==> config.mk <==
export PLATFORM = sky130hd
export DESIGN_NAME = sensor_frame_rx
export DESIGN_NICKNAME = d
export VERILOG_FILES = /design/src/rtl/sensor_frame_rx_pkg.sv /design/src/rtl/sensor_frame_rx_timeout.sv /design/src/rtl/sensor_frame_rx.sv
export SDC_FILE = /design/constraint.sdc
export NUM_CORES = 1
export LEC_CHECK = 0
export CAP_MARGIN = 20
export CORE_MARGIN = 3
export CORE_UTILIZATION = 45
export DETAILED_ROUTE_END_ITERATION = 12
export PLACE_DENSITY_LB_ADDON = 0.3
export SYNTH_ARGS = -nofsm -noshare
export SYNTH_HDL_FRONTEND = slang
export SYNTH_SLANG_ARGS = --single-unit
==> constraint.sdc <==
create_clock -name sys_clk -period 4.47 [get_ports sys_clk]
set_input_delay 1.341 -clock sys_clk [delete_from_list [all_inputs] [get_ports sys_clk]]
set_output_delay 1.341 -clock sys_clk [all_outputs]
set_load 0.01 [all_outputs]
==> src/rtl/sensor_frame_rx_pkg.sv <==
// sensor_frame_rx_pkg: shared frame constants and FSM state encoding (CHECK exists only with SENSOR_FRAME_CHKSUM_EN)
package sensor_frame_rx_pkg;
    localparam int PAYLOAD_LEN = 5;
    localparam logic [7:0] SYNC_DEFAULT = 8'hA5;
    localparam int TIMEOUT_DEFAULT = 50000;
`ifdef SENSOR_FRAME_CHKSUM_EN
    typedef enum logic [1:0] {HUNT, PAYLOAD, CHECK} state_t;
`else
    typedef enum logic [1:0] {HUNT, PAYLOAD} state_t;
`endif
endpackage

==> src/rtl/sensor_frame_rx_timeout.sv <==
// frame_timeout: idle-cycle counter that pulses expired on the TIMEOUT_CYC-th consecutive idle cycle
module frame_timeout
    import sensor_frame_rx_pkg::*;
#(
    parameter int TIMEOUT_CYC = TIMEOUT_DEFAULT
) (
    input  logic sys_clk,
    input  logic sys_rst,
    input  logic clear,
    input  logic enable,
    output logic expired
);
    localparam int W = $clog2(TIMEOUT_CYC + 1);

    logic [W-1:0] cnt;

    assign expired = enable && !clear && cnt == W'(TIMEOUT_CYC - 1);

    // count idle cycles while enabled; restart on clear or once expired
    always_ff @(posedge sys_clk or posedge sys_rst) begin
        if (sys_rst) cnt <= '0;
        else if (clear || expired || !enable) cnt <= '0;
        else cnt <= cnt + 1'b1;
    end
endmodule

==> src/rtl/sensor_frame_rx.sv <==
// sensor_frame_rx: sync-delimited 5-byte frame receiver; optional checksum byte via SENSOR_FRAME_CHKSUM_EN
module sensor_frame_rx
    import sensor_frame_rx_pkg::*;
#(
    parameter logic [7:0] SYNC_BYTE   = SYNC_DEFAULT,
    parameter int         TIMEOUT_CYC = TIMEOUT_DEFAULT
) (
    input  logic        sys_clk,
    input  logic        sys_rst,
    input  logic [7:0]  rx_d,
    input  logic        rx_v,
    output logic [39:0] id_d,
    output logic        id_f,
    output logic        err_f,
    output logic [7:0]  err_cnt
);
    state_t      state, state_nxt;
    logic [2:0]  idx, idx_nxt;
    logic [39:0] asm_q, asm_nxt;
    logic        done, abort, expired;
`ifdef SENSOR_FRAME_CHKSUM_EN
    logic [7:0]  sum_q, sum_nxt;
`endif

    frame_timeout #(.TIMEOUT_CYC(TIMEOUT_CYC)) u_timeout (
        .sys_clk (sys_clk),
        .sys_rst (sys_rst),
        .clear   (rx_v || state == HUNT),
        .enable  (state != HUNT),
        .expired (expired)
    );

    // next-state, payload assembly and frame complete/abort decisions
    always_comb begin
        state_nxt = state;
        idx_nxt   = idx;
        asm_nxt   = asm_q;
        done      = 1'b0;
        abort     = 1'b0;
`ifdef SENSOR_FRAME_CHKSUM_EN
        sum_nxt   = sum_q;
`endif
        case (state)
            HUNT: begin
                // a sync byte landing while err_f is high is dropped
                if (rx_v && !err_f && rx_d == SYNC_BYTE) begin
                    state_nxt = PAYLOAD;
                    idx_nxt   = '0;
`ifdef SENSOR_FRAME_CHKSUM_EN
                    sum_nxt   = '0;
`endif
                end
            end
            PAYLOAD: begin
                if (rx_v) begin
                    asm_nxt = {asm_q[31:0], rx_d};
                    idx_nxt = idx + 3'd1;
`ifdef SENSOR_FRAME_CHKSUM_EN
                    sum_nxt = sum_q + rx_d;
                    if (idx == 3'(PAYLOAD_LEN - 1)) state_nxt = CHECK;
`else
                    if (idx == 3'(PAYLOAD_LEN - 1)) begin
                        state_nxt = HUNT;
                        done      = 1'b1;
                    end
`endif
                end else if (expired) begin
                    state_nxt = HUNT;
                    abort     = 1'b1;
                end
            end
`ifdef SENSOR_FRAME_CHKSUM_EN
            CHECK: begin
                if (rx_v) begin
                    state_nxt = HUNT;
                    done      = rx_d == sum_q;
                    abort     = rx_d != sum_q;
                end else if (expired) begin
                    state_nxt = HUNT;
                    abort     = 1'b1;
                end
            end
`endif
            default: state_nxt = HUNT;
        endcase
    end

    // state, assembly and registered output pulses/counters
    always_ff @(posedge sys_clk or posedge sys_rst) begin
        if (sys_rst) begin
            state   <= HUNT;
            idx     <= '0;
            asm_q   <= '0;
            id_d    <= '0;
            id_f    <= 1'b0;
            err_f   <= 1'b0;
            err_cnt <= '0;
`ifdef SENSOR_FRAME_CHKSUM_EN
            sum_q   <= '0;
`endif
        end else begin
            state <= state_nxt;
            idx   <= idx_nxt;
            asm_q <= asm_nxt;
            id_f  <= done;
            err_f <= abort;
            if (done) id_d <= asm_nxt;
            if (abort && err_cnt != 8'hFF) err_cnt <= err_cnt + 8'd1;
`ifdef SENSOR_FRAME_CHKSUM_EN
            sum_q <= sum_nxt;
`endif
        end
    end
endmodule
# Yosys cells after proc, flatten, opt, wreduce, memory -nomap -nowiden
# Index checks and enable logic that the tools add are counted.
op_classes:
  div_mod_pow: 0
  order_cmp: 0
  add_sub_neg: 3
  shifts: 0
  n_bitwise: 0
  mux: 17
  n_mul: 0
  reduce_logical: 16
  eq_ne: 9
ops:
  columns: ["cell", "count"]
  rows:
  - ["40-bit 2-to-1 mux", 2]
  - ["16-bit by 1-bit adder with 16-bit output (second input constant)", 1]
  - ["16-bit equality test (second input constant)", 1]
  - ["16-bit 2-to-1 mux", 1]
  - ["8-bit by 1-bit adder with 8-bit output (second input constant)", 1]
  - ["8-bit equality test (second input constant)", 1]
  - ["2-bit 2-to-1 mux", 4]
  - ["8-bit != test (second input constant)", 1]
  - ["1-bit 2-to-1 mux", 6]
  - ["3-bit 2-to-1 mux", 2]
  - ["3-bit case mux with 2 select lines", 1]
  - ["3-bit AND reduction", 2]
  - ["1-bit logical AND", 5]
  - ["2-bit case mux with 2 select lines", 1]
  - ["2-bit nonzero test", 2]
  - ["3-bit by 1-bit adder with 3-bit output (second input constant)", 1]
  - ["3-bit equality test (second input constant)", 1]
  - ["1-bit zero test", 3]
  - ["1-bit logical OR", 3]
  - ["3-bit by 2-bit != test with 1-bit output (second input constant)", 1]
  - ["3-bit != test (second input constant)", 1]
  - ["2-bit by 1-bit equality test with 1-bit output (second input constant)", 1]
  - ["2-bit zero test", 1]
  - ["2-bit by 1-bit != test with 1-bit output (second input constant)", 1]
  - ["2-bit != test (second input constant)", 1]
totals:
  in_bits: 11
  out_inout_bits: 50
  elab_cells: 53
  register_bits: 111
  latchBits: 0
  romBits: 0
  n_memories: 0
  mem_bits_rw: 0

# Depth between registers and ports, before layout
# Gate-level depths: netlist of the first run.
depth:
  ltp_word: 9
  mapped_depth: 7

# Hierarchy
# From an unflattened synthesis of the first run, not the netlist that was laid out.
unflattened:
  cells_unflattened: 392
  hier_area_um2: 4271.6
modules_own_cells:
  columns: ["mod", "cells_each", "area_each_um2", "seq_area_each_um2", "n_inst"]
  rows:
  - ["sensor_frame_rx", 308, 3397.0, 2152.1, 1]
  - ["frame_timeout", 84, 874.6, 400.4, 1]

# Worst setup path before layout of the first run
# OpenSTA, ideal clock, no wires.
synth_timing:
  kind: "in2reg"
  from: "input port rx_v"
  to: "register asm_q[10]"
  setup_time_ns: 0.125
  path_slack_ns: 1.977
  required_ns: 4.345
  cell_stages: 4
  t_arrival_ns: 2.368
  cell_sequence: "clkbuf_1 > nand2_1 > clkbuf_1 > mux2_2"
synth_via:
  elab_chain_cells: 2
synth_lines:
  columns: ["element", "line_no", "rtl"]
  rows:
  - ["start: declaration", "sensor_frame_rx.sv:11", "input logic rx_v,"]
  - ["40-bit 2-to-1 mux", "sensor_frame_rx.sv:55", "if (rx_v) begin"]
  - ["40-bit 2-to-1 mux", "sensor_frame_rx.sv:43", "case (state)"]
  - ["net asm_nxt[10]", "sensor_frame_rx.sv:19", "logic [39:0] asm_q, asm_nxt;"]
  - ["end signal: assignment", "sensor_frame_rx.sv:104", "asm_q <= asm_nxt;"]
  - ["end: declaration", "sensor_frame_rx.sv:19", null]
# The timed path passes the listed nets, and every way through them passes these cells.
# A chain may end at the register's enable or synchronous reset.

# Worst setup path after layout of the first run
layout_timing:
  from: "input port rx_v"
  to: "register id_d[26]"
layout_via:
  elab_chain_cells: 2
layout_lines:
  columns: ["element", "line_no", "rtl"]
  rows:
  - ["40-bit 2-to-1 mux or 1-bit 2-to-1 mux (tied branches)", "sensor_frame_rx.sv:55", null]
  - ["40-bit 2-to-1 mux or 1-bit 2-to-1 mux (tied branches)", "sensor_frame_rx.sv:43", null]
  - ["end signal: assignment", "sensor_frame_rx.sv:107", "if (done) id_d <= asm_nxt;"]
  - ["end: declaration", "sensor_frame_rx.sv:12", "output logic [39:0] id_d,"]
# Parallel ways exist; a longest one is shown, timed or not.

==> impl_metrics.tcl, run 1 <==
set metrics [dict create \
    status "completed" \
    initial_utilization 0.474 \
    hold_end "id_d[38]" \
    pwr-share-comb 0.094 \
    yosys.area.top_type_share 0.606 \
    hp-start "asm_q[30]" \
    vias 2913 \
    peakVddDrop_mv 0.155 \
    drcViolationCount 0 \
    p_per_area_mw_per_mm2 371 \
    setup_viol_count_final 0 \
    period_needed_ns 2.72 \
    first_pass_iters 4 \
    p_int_mw 1.44 \
    holdBufCountCts 0 \
    synthFlopType "dfrtp_1" \
    met3_length_um 290 \
    final_cell_mix "131 x nand2_1, 102 x dfrtp_1, 60 x clkdlybuf4s50_1" \
    dr_wl_met2_mm 4.05 \
    power_switching_uw 470 \
    switching_share 0.247 \
    core_area_mm2 0.00889 \
    routed_wl_mm 8.12 \
    drv_cap 0 \
    diodes 0 \
    cts_tree "yes" \
    ys_warn_count 0 \
    power_mw 1.91 \
    drive_gt1_frac 0.137 \
    dieWidth_um 103 \
    cts_buffer_depth 2 \
    synth_cells 388 \
    wl_met1_mm 3.70 \
    cp-start-kind "primary input" \
    ys_seq_area_frac 0.606 \
    dpl.cell_count 546 \
    dpl_worst_slack_ns 1.36 \
    dieArea_mm2 0.0106 \
    final_antenna_net_count 0 \
    synth_nets 403 \
    r2r_end "err_cnt[6]" \
    leakagePower_nw 2.50 \
    first_global_vias 2777 \
    wire_per_inst_um 14.5 \
    crit_fanout 41 \
    async_flop_share 1.00 \
    rsz0062_at_grt "no" \
    antenna_found_initial 0 \
    gr-total-overflow 0 \
    fin_nets 464 \
    cp.arrival_ns 3.01 \
    grt_max_degree 48 \
    drt_first_iter_violations 138 \
    cts_setup_buffers 0 \
    critPathCaptureType "flip-flop" \
    ff2ff_path_depth 4 \
    holdCritPathClass "flip-flop to flip-flop" \
    clock-root-buffer "clkbuf_8" \
    hold_path_depth 2 \
    netlist.top_cell.by_area "dfrtp_1" \
    portBuffers 60 \
    final_util 0.578 \
    cts_buffers 9 \
    pwr-share-clk 0.334 \
    clock-sinks 102 \
    htree_levels 3 \
    grt_usage 0.164 \
    clk_pin_slew_worst_paths_ns 0.10 \
    detailedPlacementHpwl_mm 5.50 \
    ys_ff_latch 102 \
    top_layer_used "met4" \
    path_class "primary input to flip-flop" \
    area_delta_synth_final_pct 22.0 \
    slew_headroom 0.623 \
    via_per_inst 5.19 \
    final_max_slew_viol_count 0 \
    final_common_cell "nand2_1" \
    worst_slew_pin_slew_ns 0.566 \
    gp_congestion 0.890 \
    syn-cell-area_mm2 0.00421 \
    finalNonFillerCells 561 \
    regToRegStartpoint "u_timeout.cnt[11]" \
    final.setup.worst_slack_ns 1.75 \
    rrSetupSlack_ns 1.98 \
    dieHeight_um 103 \
    ios 61 \
    synth-edff-count 0 \
    insertion_delay_ns 0.35 \
    row_count 34 \
    grt_pass1_wl_mm 13.6 \
    post-route-period-util 0.608 \
    synth_top_cells_by_area "dfrtp_1 61%, nand2_1 12%, mux2_2 9.4%, xor2_1 2.3%, nor2_1 1.5%" \
    syn-mean-instance-area_um2 10.9 \
    cp.required_ns 4.76 \
    hold_violations 0 \
    finalSetupTns_ns 0 \
    seqPwrFrac 0.572 \
    cts_resized 0 \
    fmax_mhz 368 \
    ys_types 36 \
    clock_skew_ns 0.00983 \
]
==> stage by stage <==
stage	hold WS (ns)	cell area [um2]
finish	0.467	5140
global route	0.501	5140
CTS	0.472	5140
detailed placement	0.447	4920
global placement	0.447	4920
floorplan	0.433	4210
==> state kept, by name (all words and copies together) (netlist names) <==
| name | cells |
|---|---|
| err_f | 1 |
| err_cnt | 8 |
| asm_q | 32 |
| id_d | 40 |
| state | 1 |
| u_timeout.cnt | 16 |
| idx | 3 |
| id_f | 1 |
==> critical path, cell delays in order <==
cell,delay [ns]
clkdlybuf4s50_1,0.60
nand4_1,0.12
buf_4,0.27
inv_1,0.10
buf_4,0.37
nand2_1,0.12
nand2_1,0.07
==> logic make-up after synthesis <==
group | after synthesis | synth area share
mux | 36 | 0.0962
flops | 102 | 0.606
simple gates | 196 | 0.215
xor+xnor | 16 | 0.0333
compound gates | 13 | 0.0175
buf+inv | 21 | 0.0208
fa+ha+maj | 4 | 0.0119
==> per-layer routing <==
layer,track usage,vias up
met5,0,-
met4,0.0508,0
met3,0.0264,8
met2,0.268,56
met1,0.225,1436
li1,-,1413
==> worst max path at each step <==
stage | end | startpoint | cells after the start
after floorplan | asm_q[0] | sys_rst | 1
after global placement | idx[0] | rx_d[6] | 5
after detailed placement | idx[0] | rx_d[6] | 5
after CTS | idx[0] | rx_d[6] | 5
after global routing | id_d[21] | rx_v | 7
final | id_d[26] | rx_v | 7
==> power by group through the flow <==
stage / Sequential (mW) / Clock, mW / Combinational (mW)
after floorplan: 1.08 / 0 / 0.139
final: 1.09 / 0.636 / 0.179
after CTS: 1.09 / 0.649 / 0.184
after global placement: 1.10 / 0 / 0.175
after global routing: 1.11 / 0.686 / 0.203
after detailed placement: 1.11 / 0 / 0.183
==> final cells by class <==
cell class / instances / area [um2]
fillers: 738 / 3750
repair buffers: 65 / 638
inverters: 6 / 25.0
multi-input cells: 265 / 1570
clock inverters: 6 / 93.8
clock buffers: 9 / 124
well taps: 108 / 135
flip-flops and latches: 102 / 2550
==> cells in the mapped netlist (all sizes together) (3+ instances only) <==
library cell and number:
and3 3, a21oi 4, nor3 4, ha 4
nand2 131, o21ai 6, nand3 10, nor4 7
buf 5, nor2 17, mux2 36, xnor2 5
inv 6, nand4 6, or4 4, clkbuf 10
dfrtp 102, xor2 11
Note: power is estimated with default switching activity, not from simulation.
==> run 2, diff against run 1 <==
==> constraint.sdc (replaced) <==
create_clock -name sys_clk -period 2.5 [get_ports sys_clk]
set_input_delay 0.75 -clock sys_clk [delete_from_list [all_inputs] [get_ports sys_clk]]
set_output_delay 0.75 -clock sys_clk [all_outputs]
set_load 0.01 [all_outputs]
==> run 2 against run 1 <==
  * Cell count is 2.0% higher
  * Non-clock buffer count increased by 10
  * Total power grew 79%
  * Sequential share of layout area fell by 1.4 points
  * Worst hold slack improved by 0.0074 ns
  * Die area stayed put
  * Sequential cell count unchanged
  * Clock-buffer cell count is the same
  * Global-route usage is 0.44 points higher
  * Worst setup slack got worse by 1.6 ns
  * Combinational power is 91% higher
  * Critical path type is now flip-flop to flip-flop
  * Largest power group unchanged
==> impl_metrics.tcl, run 2 (synthesized netlist as in run 1, its figures left out) <==
set metrics [dict create \
    pwr-share-comb 0.100 \
    max_flop_register "id_d" \
    cts_resized 0 \
    initial_utilization 0.474 \
    detailedPlacementHpwl_mm 5.80 \
    worst_slew_pin_slew_ns 0.542 \
    core_area_mm2 0.00889 \
    multi_input_area_mm2 0.00157 \
    grt_max_degree 35 \
    routed_wl_mm 8.16 \
    dpl.cell_count 556 \
    cts_buffer_depth 2 \
    row_count 34 \
    largest_reg_flops 40 \
    cp.arrival_ns 2.66 \
    cpPeakStageDelay_ns 0.65 \
    portBuffers 60 \
    p_per_area_mw_per_mm2 644 \
    switching_share 0.262 \
    clock-sinks 102 \
    final_common_cell "nand2_1" \
    vias 2937 \
    wire_per_inst_um 14.3 \
    cts_tree "yes" \
    drive_gt1_frac 0.157 \
    slew_headroom 0.638 \
    insertion_delay_ns 0.37 \
    fin_nets 474 \
    period_needed_ns 2.37 \
    hold_violations 0 \
    finalSetupTns_ns 0 \
    htree_levels 3 \
    status "completed" \
    dieArea_mm2 0.0106 \
    holdBufCountCts 0 \
    antenna_found_initial 0 \
    cpMaxStageDelayCell "or4_1" \
    clock_skew_ns 0.0151 \
    final_util 0.595 \
    crit_fanout 8 \
    final_cell_mix "131 x nand2_1, 102 x dfrtp_1, 60 x clkdlybuf4s50_1" \
    final_max_slew_viol_count 0 \
    regArea_mm2 0.00255 \
    finalNonFillerCells 572 \
    crit_chain "or4b_1 > or4_1 > buf_4 > nor4_2 > xor2_1" \
    post-route-period-util 0.946 \
    area_delta_synth_final_pct 25.5 \
    grt_pass1_wl_mm 13.9 \
    via_per_inst 5.13 \
    path_class "flip-flop to flip-flop" \
    dieWidth_um 103 \
    cp.required_ns 2.80 \
    grt_usage 0.168 \
    clock-root-buffer "clkbuf_8" \
    drcViolationCount 0 \
    cts_setup_buffers 0 \
    seqPwrFrac 0.571 \
    rsz0062_at_grt "no" \
    dieHeight_um 103 \
    top_regs "id_d (40), asm_q (32), u_timeout.cnt (16)" \
    cts_buffers 9 \
    fmax_mhz 423 \
    ios 61 \
    gp_congestion 0.958 \
    clk_pin_slew_worst_paths_ns 0.10 \
    diodes 0 \
    holdCritPathClass "flip-flop to flip-flop" \
    drt_first_iter_violations 150 \
    drv_cap 0 \
    fill_cells 731 \
    pwr-share-clk 0.329 \
    power_switching_uw 894 \
    first_global_vias 2871 \
    gr-total-overflow 0 \
    peakVddDrop_mv 0.350 \
    leakagePower_nw 2.58 \
    cp-start-kind "flip-flop" \
    critPathCaptureType "flip-flop" \
    final_antenna_net_count 0 \
    setup_viol_count_final 0 \
    first_pass_iters 6 \
    p_int_mw 2.51 \
    rrSetupSlack_ns 0.13 \
]
==> run 2: changes by cell type in the layout (fill, tap and decap cells not counted), sizes merged <==
cell	delta
buf	+10
clkinv	+3
inv	-1
bufinv	-1
==> run 2: layout make-up <==
type	instances	area share
flip-flops and latches	102	0.482
multi-input cells	265	0.298
repair buffers	75	0.147
well taps	108	0.0255
clock buffers	9	0.0234
clock inverters	7	0.0194
inverters	6	0.00497
==> run 2: per-stage QoR <==
stage | hold WS, ns | cell area (um2) | setup WS [ns] | total power, mW
5_1_grt | 0.501 | 5290 | 0.0458 | 3.58
6_report | 0.474 | 5290 | 0.134 | 3.41
3_3_place_gp | 0.445 | 5060 | 0.167 | 2.31
2_1_floorplan | 0.433 | 4220 | 0.276 | 2.19
3_5_place_dp | 0.454 | 5060 | 0.127 | 2.33
4_1_cts | 0.478 | 5290 | 0.134 | 3.46
==> run 2: final timing paths <==
kind                                    from          to  cells past startpoint
hold reg to reg                    asm_q[25]    id_d[33]                      2
min in group asynchronous            sys_rst    id_d[36]                      2
hold / removal                     asm_q[25]    id_d[33]                      2
max in group asynchronous            sys_rst     id_d[5]                      3
setup reg to reg           u_timeout.cnt[11]  err_cnt[4]                      5
setup / recovery           u_timeout.cnt[11]  err_cnt[4]                      5
==> run 2: metal layers <==
metal,GRT usage,part of all wire,up-vias
li1,-,-,1439
met1,0.220,0.43,1426
met2,0.282,0.52,60
met3,0.0372,0.036,12
met4,0.0488,0.013,0
met5,0,0,-
==> run 2: power by group through the flow <==
stage | registers, mW | clock network [mW] | logic [mW]
4_1_cts | 1.95 | 1.16 | 0.349
6_report | 1.95 | 1.12 | 0.341
2_1_floorplan | 1.94 | 0 | 0.250
3_3_place_gp | 1.97 | 0 | 0.332
5_1_grt | 1.97 | 1.23 | 0.382
3_5_place_dp | 1.98 | 0 | 0.347
==> run 2: critical path, delay by kind of cell (launching register included) <==
family | cells | cell delay (ns)
AND/OR/NAND/NOR | 3 | 1.45
flip-flops | 1 | 0.45
XOR/XNOR | 1 | 0.18
buffers and inverters | 1 | 0.23
==> run 3, diff against run 2 <==
--- a/config.mk
+++ b/config.mk
@@ -6,7 +6,6 @@
 export NUM_CORES = 1
 export LEC_CHECK = 0
 export CAP_MARGIN = 20
-export CORE_MARGIN = 3
 export CORE_UTILIZATION = 45
 export DETAILED_ROUTE_END_ITERATION = 12
 export PLACE_DENSITY_LB_ADDON = 0.3
==> run 3 against run 2 <==
  * Total power decreased by 4.1%
  * Register-to-register slack improved by 0.02 ns
  * Clock-buffer cell count unchanged
  * Combinational power decreased by 3%
  * Wire length decreased by 0.44%
  * Die area decreased by 7.6%
  * Sequential share of layout area increased by 0.75 points
  * Largest power group unchanged
  * Highest routed layer unchanged
==> impl_metrics.tcl, run 3 (synthesized netlist as in run 1, its figures left out) <==
set metrics [dict create \
    status "completed" \
    wire_per_inst_um 14.3 \
    grt_usage 0.183 \
    final_util 0.586 \
    diodes 0 \
    final_common_cell "nand2_1" \
    regArea_mm2 0.00255 \
    dieArea_mm2 0.00976 \
    setup_viol_count_final 0 \
    pwr-share-clk 0.302 \
    fmax_mhz 426 \
    fill_cells 746 \
    crit_fanout 7 \
    stdcell_area_mm2 0.00521 \
    clock-sinks 102 \
    path_class "flip-flop to flip-flop" \
    vias 2942 \
    cts_resized 0 \
    first_pass_iters 6 \
    cts_buffer_depth 2 \
    cts_setup_buffers 0 \
    fin_nets 472 \
    seqPwrFrac 0.596 \
    p_int_mw 2.39 \
    leakagePower_nw 2.54 \
    via_per_inst 5.16 \
    p_per_area_mw_per_mm2 628 \
    final_cell_mix "131 x nand2_1, 102 x dfrtp_1, 60 x clkdlybuf4s50_1" \
    first_global_vias 3005 \
    dpl.cell_count 554 \
    pwr-share-comb 0.101 \
    power_mw 3.27 \
    drv_cap 0 \
    ios 61 \
    critPathCaptureType "flip-flop" \
    finalSetupTns_ns 0 \
    drcViolationCount 0 \
    htree_levels 3 \
    antenna_found_initial 0 \
    peakVddDrop_mv 0.286 \
    insertion_delay_ns 0.37 \
    rsz0062_at_grt "no" \
    detailedPlacementHpwl_mm 5.49 \
    routed_wl_mm 8.13 \
    dieHeight_um 98.8 \
    final_antenna_net_count 0 \
    drive_gt1_frac 0.154 \
    period_needed_ns 2.35 \
    finalNonFillerCells 570 \
    cp-start-kind "flip-flop" \
    gp_congestion 0.898 \
    initial_utilization 0.474 \
    portBuffers 60 \
    cts_buffers 9 \
    placed_cell_area_mm2 0.00502 \
    worst_slew_pin_slew_ns 0.516 \
    final_max_slew_viol_count 0 \
    max_flop_register "id_d" \
    clock-root-buffer "clkbuf_8" \
    grt_max_degree 103 \
    post-route-period-util 0.940 \
    power_switching_uw 879 \
    cp.arrival_ns 2.60 \
    largest_reg_flops 40 \
    area_delta_synth_final_pct 23.6 \
    drt_first_iter_violations 113 \
    dieWidth_um 98.8 \
    clk_pin_slew_worst_paths_ns 0.11 \
    cp.required_ns 2.75 \
    gr-total-overflow 0 \
    core_area_mm2 0.00889 \
    switching_share 0.269 \
    hold_violations 0 \
    holdBufCountCts 0 \
    multi_input_area_mm2 0.00157 \
    top_regs "id_d (40), asm_q (32), u_timeout.cnt (16)" \
    grt_pass1_wl_mm 14.1 \
    cts_tree "yes" \
    slew_headroom 0.656 \
    row_count 34 \
    clock_skew_ns 0.0157 \
    holdCritPathClass "flip-flop to flip-flop" \
]
-- run 3: final timing paths --
path                                    from          to  slack, ns  depth (start not counted)
max in group asynchronous            sys_rst   asm_q[13]       1.24                          3
hold / removal                     asm_q[28]    id_d[36]       0.47                          2
setup / recovery           u_timeout.cnt[10]  err_cnt[6]       0.15                          4
min in group asynchronous            sys_rst    id_d[27]       0.88                          3
hold reg to reg                    asm_q[28]    id_d[36]       0.47                          2
setup reg to reg           u_timeout.cnt[10]  err_cnt[6]       0.15                          4
-- run 3: per-layer routing --
| metal | share of wire | track usage | vias to the layer above |
|---|---|---|---|
| met5 | 0 | 0 | - |
| li1 | - | - | 1439 |
| met1 | 0.46 | 0.243 | 1428 |
| met2 | 0.49 | 0.300 | 62 |
| met3 | 0.031 | 0.0262 | 13 |
| met4 | 0.022 | 0.0827 | 0 |
-- run 3: area by class of cell --
| type | count | area share |
|---|---|---|
| Clock buffer | 9 | 0.0238 |
| Inverter | 6 | 0.00504 |
| Timing Repair Buffer | 73 | 0.141 |
| Clock inverter | 7 | 0.0118 |
| Multi-Input combinational cell | 265 | 0.302 |
| Tap cell | 108 | 0.0259 |
| Sequential cell | 102 | 0.490 |
-- run 3: power groups by stage --
stage,combinational [mW],sequential [mW],clock [mW]
floorplan,0.250,1.94,0
global placement,0.324,1.98,0
detailed placement,0.338,1.99,0
CTS,0.338,1.95,1.02
global route,0.372,1.98,1.07
finish,0.331,1.95,0.988
-- run 3: stage by stage --
step	setup WS (ns)	hold slack [ns]
final	0.151	0.470
after detailed placement	0.143	0.455
after floorplan	0.276	0.433
after global placement	0.198	0.450
after global routing	0.0662	0.501
after CTS	0.128	0.482
-- run 3: critical path, cell delays in order (launching register included) --
cell     delay [ns]
dfrtp_1        0.43
or4b_1         0.50
or4_1          0.67
nor4_4         0.31
mux2_1         0.34
==> edit, RTL diff (settings of run 2) <==
The option `SENSOR_FRAME_CHKSUM_EN` is turned on by a define.
--- a/src/rtl/sensor_frame_rx_pkg.sv
+++ b/src/rtl/sensor_frame_rx_pkg.sv
@@ -1,2 +1,4 @@
 // sensor_frame_rx_pkg: shared frame constants and FSM state encoding (CHECK exists only with SENSOR_FRAME_CHKSUM_EN)
+`define SENSOR_FRAME_CHKSUM_EN
+
 package sensor_frame_rx_pkg;
Formal check against the unedited RTL: not equivalent (Yosys sat finds a counterexample within 10 cycles, from zero or initial values and one cycle with sys_rst high).
==> edit against run 2 <==
Worst setup slack got worse by 96 ps. Global-route usage increased by 0.57 points. Sequential cell count increased by 17. Wire length increased by 27%. Area after synthesis increased by 24%. Design area increased by 29%. First-iteration DRC count decreased by 23%. Utilization increased by 1.9 points. Maximum frequency decreased by 3.9%. Register-to-register slack improved by 270 ps. Critical path depth increased by 2. Hold slack improved by 13 ps. Critical path type is now in -> reg.
Power is not compared: it rests on default switching activity, and its combinational part moved more than twofold at a synthesized area within 25%.
==> edit: results <==
[grt]
gr-usage-all-layers_pct = 17.4
grt_max_degree = 66
grt_pass1_vias = 3707
met2_usage_pct = 29.2
grt_pass1_wl_mm = 17.6
gr-usage-met3_pct = 5.41

[detailed_routing]
firstDrtPassIters = 4
vias_per_cell = 5.26
vias = 3445
wl_met2_mm = 5.38

[synthesis]
syn_inst = 403
syn-num-nets = 430
ys_types = 46
synth-seq-area-share_pct = 56.9
synth_commonest_cells = dfrtp_1, mux2_2, nor2_1

[outcome]
status = completed

[cts]
root_buffer = clkbuf_16
cts_htree_levels = 4
numCtsBuffers = 17
clock_latency_ps = 410

[hold_path]
hp-start = sum_q[5]$_DFFE_PP0P_

[cells_and_area]
nNetsFinal = 529
top_regs = asm_q x40, id_d x40, u_timeout.cnt x16
drive_above_1_share_pct = 29.7

[worst_setup_path]
r2r-end = err_cnt[5]$_DFFE_PP0P_
r2r_slack_ps = 400
startpoint = rx_d[5]
worst_ep_arrival_time_ps = 2740
path_max_fanout = 41
reg2reg_from = state[0]$_DFFE_PP0P_
reg2reg_depth = 7

[placement]
gp_congestion = 0.860
dp_hpwl_mm = 7.20
place_inst = 623

[sta]
relSlewSlack_pct = 68.7
-- edit: cell count changes after synthesis, moves of 5 or more --
cell      delta
buf_2        +8
o21ai_0      +5
nand2_1    -112
xnor2_1     +11
a21oi_1      +6
clkbuf_1     -7
and3_1       +5
dfrtp_1     +17
inv_1        +7
ha_1        +11
mux2_2      +42
nor2_1       +9
-- edit: layout make-up --
class	instances	area, um^2
multi-input cells	258	2160
well taps	140	175
clock inverters	9	100
clock buffers	23	468
fillers	874	4290
flip-flops and latches	119	2980
inverters	13	52.6
repair buffers	93	898
-- edit: cell families after synthesis --
kind of cell,after synthesis,share of synthesized area [%]
xor gates and xnor gates,24,4.01
DFF,119,56.9
adders and majority gates,16,3.97
and+or+nand+nor,98,10.3
muxes,81,17.5
AOI/OAI and AO/OA,39,5.18
buffers and inverters,26,2.15
-- edit: through the flow --
step                      power (uW)  setup TNS (ps)  area (um^2)  hold slack, ps  worst slack, ps
after floorplan                 3890               0         5240             454              173
after global placement          4440          -17540         6260             471             -369
after detailed placement        4540          -16650         6260             475             -353
after CTS                       6890               0         6830             487             53.9
after global routing            7230               0         6830             504             2.92
final                           6810               0         6830             487             38.3
-- edit: what timing repair did --
item                                    4_1_cts  5_1_grt
endpoints found under the hold margin         0        0
endpoints found under the setup margin        0        7
gates resized for setup                       0        2
-- edit: worst max-delay path: stages --
cell	delay, ps
clkdlybuf4s50_1	430
ha_1	350
nor4_1	280
and3_2	260
nand3_2	110
buf_12	200
mux2_1	330
-- edit: power by group through the flow --
stage,Combinational (uW),Sequential (uW),Clock [uW]
after floorplan,1280,2620,0
after global placement,1770,2670,0
after detailed placement,1840,2700,0
after CTS,1860,2670,2350
after global routing,2060,2730,2450
final,1840,2660,2310
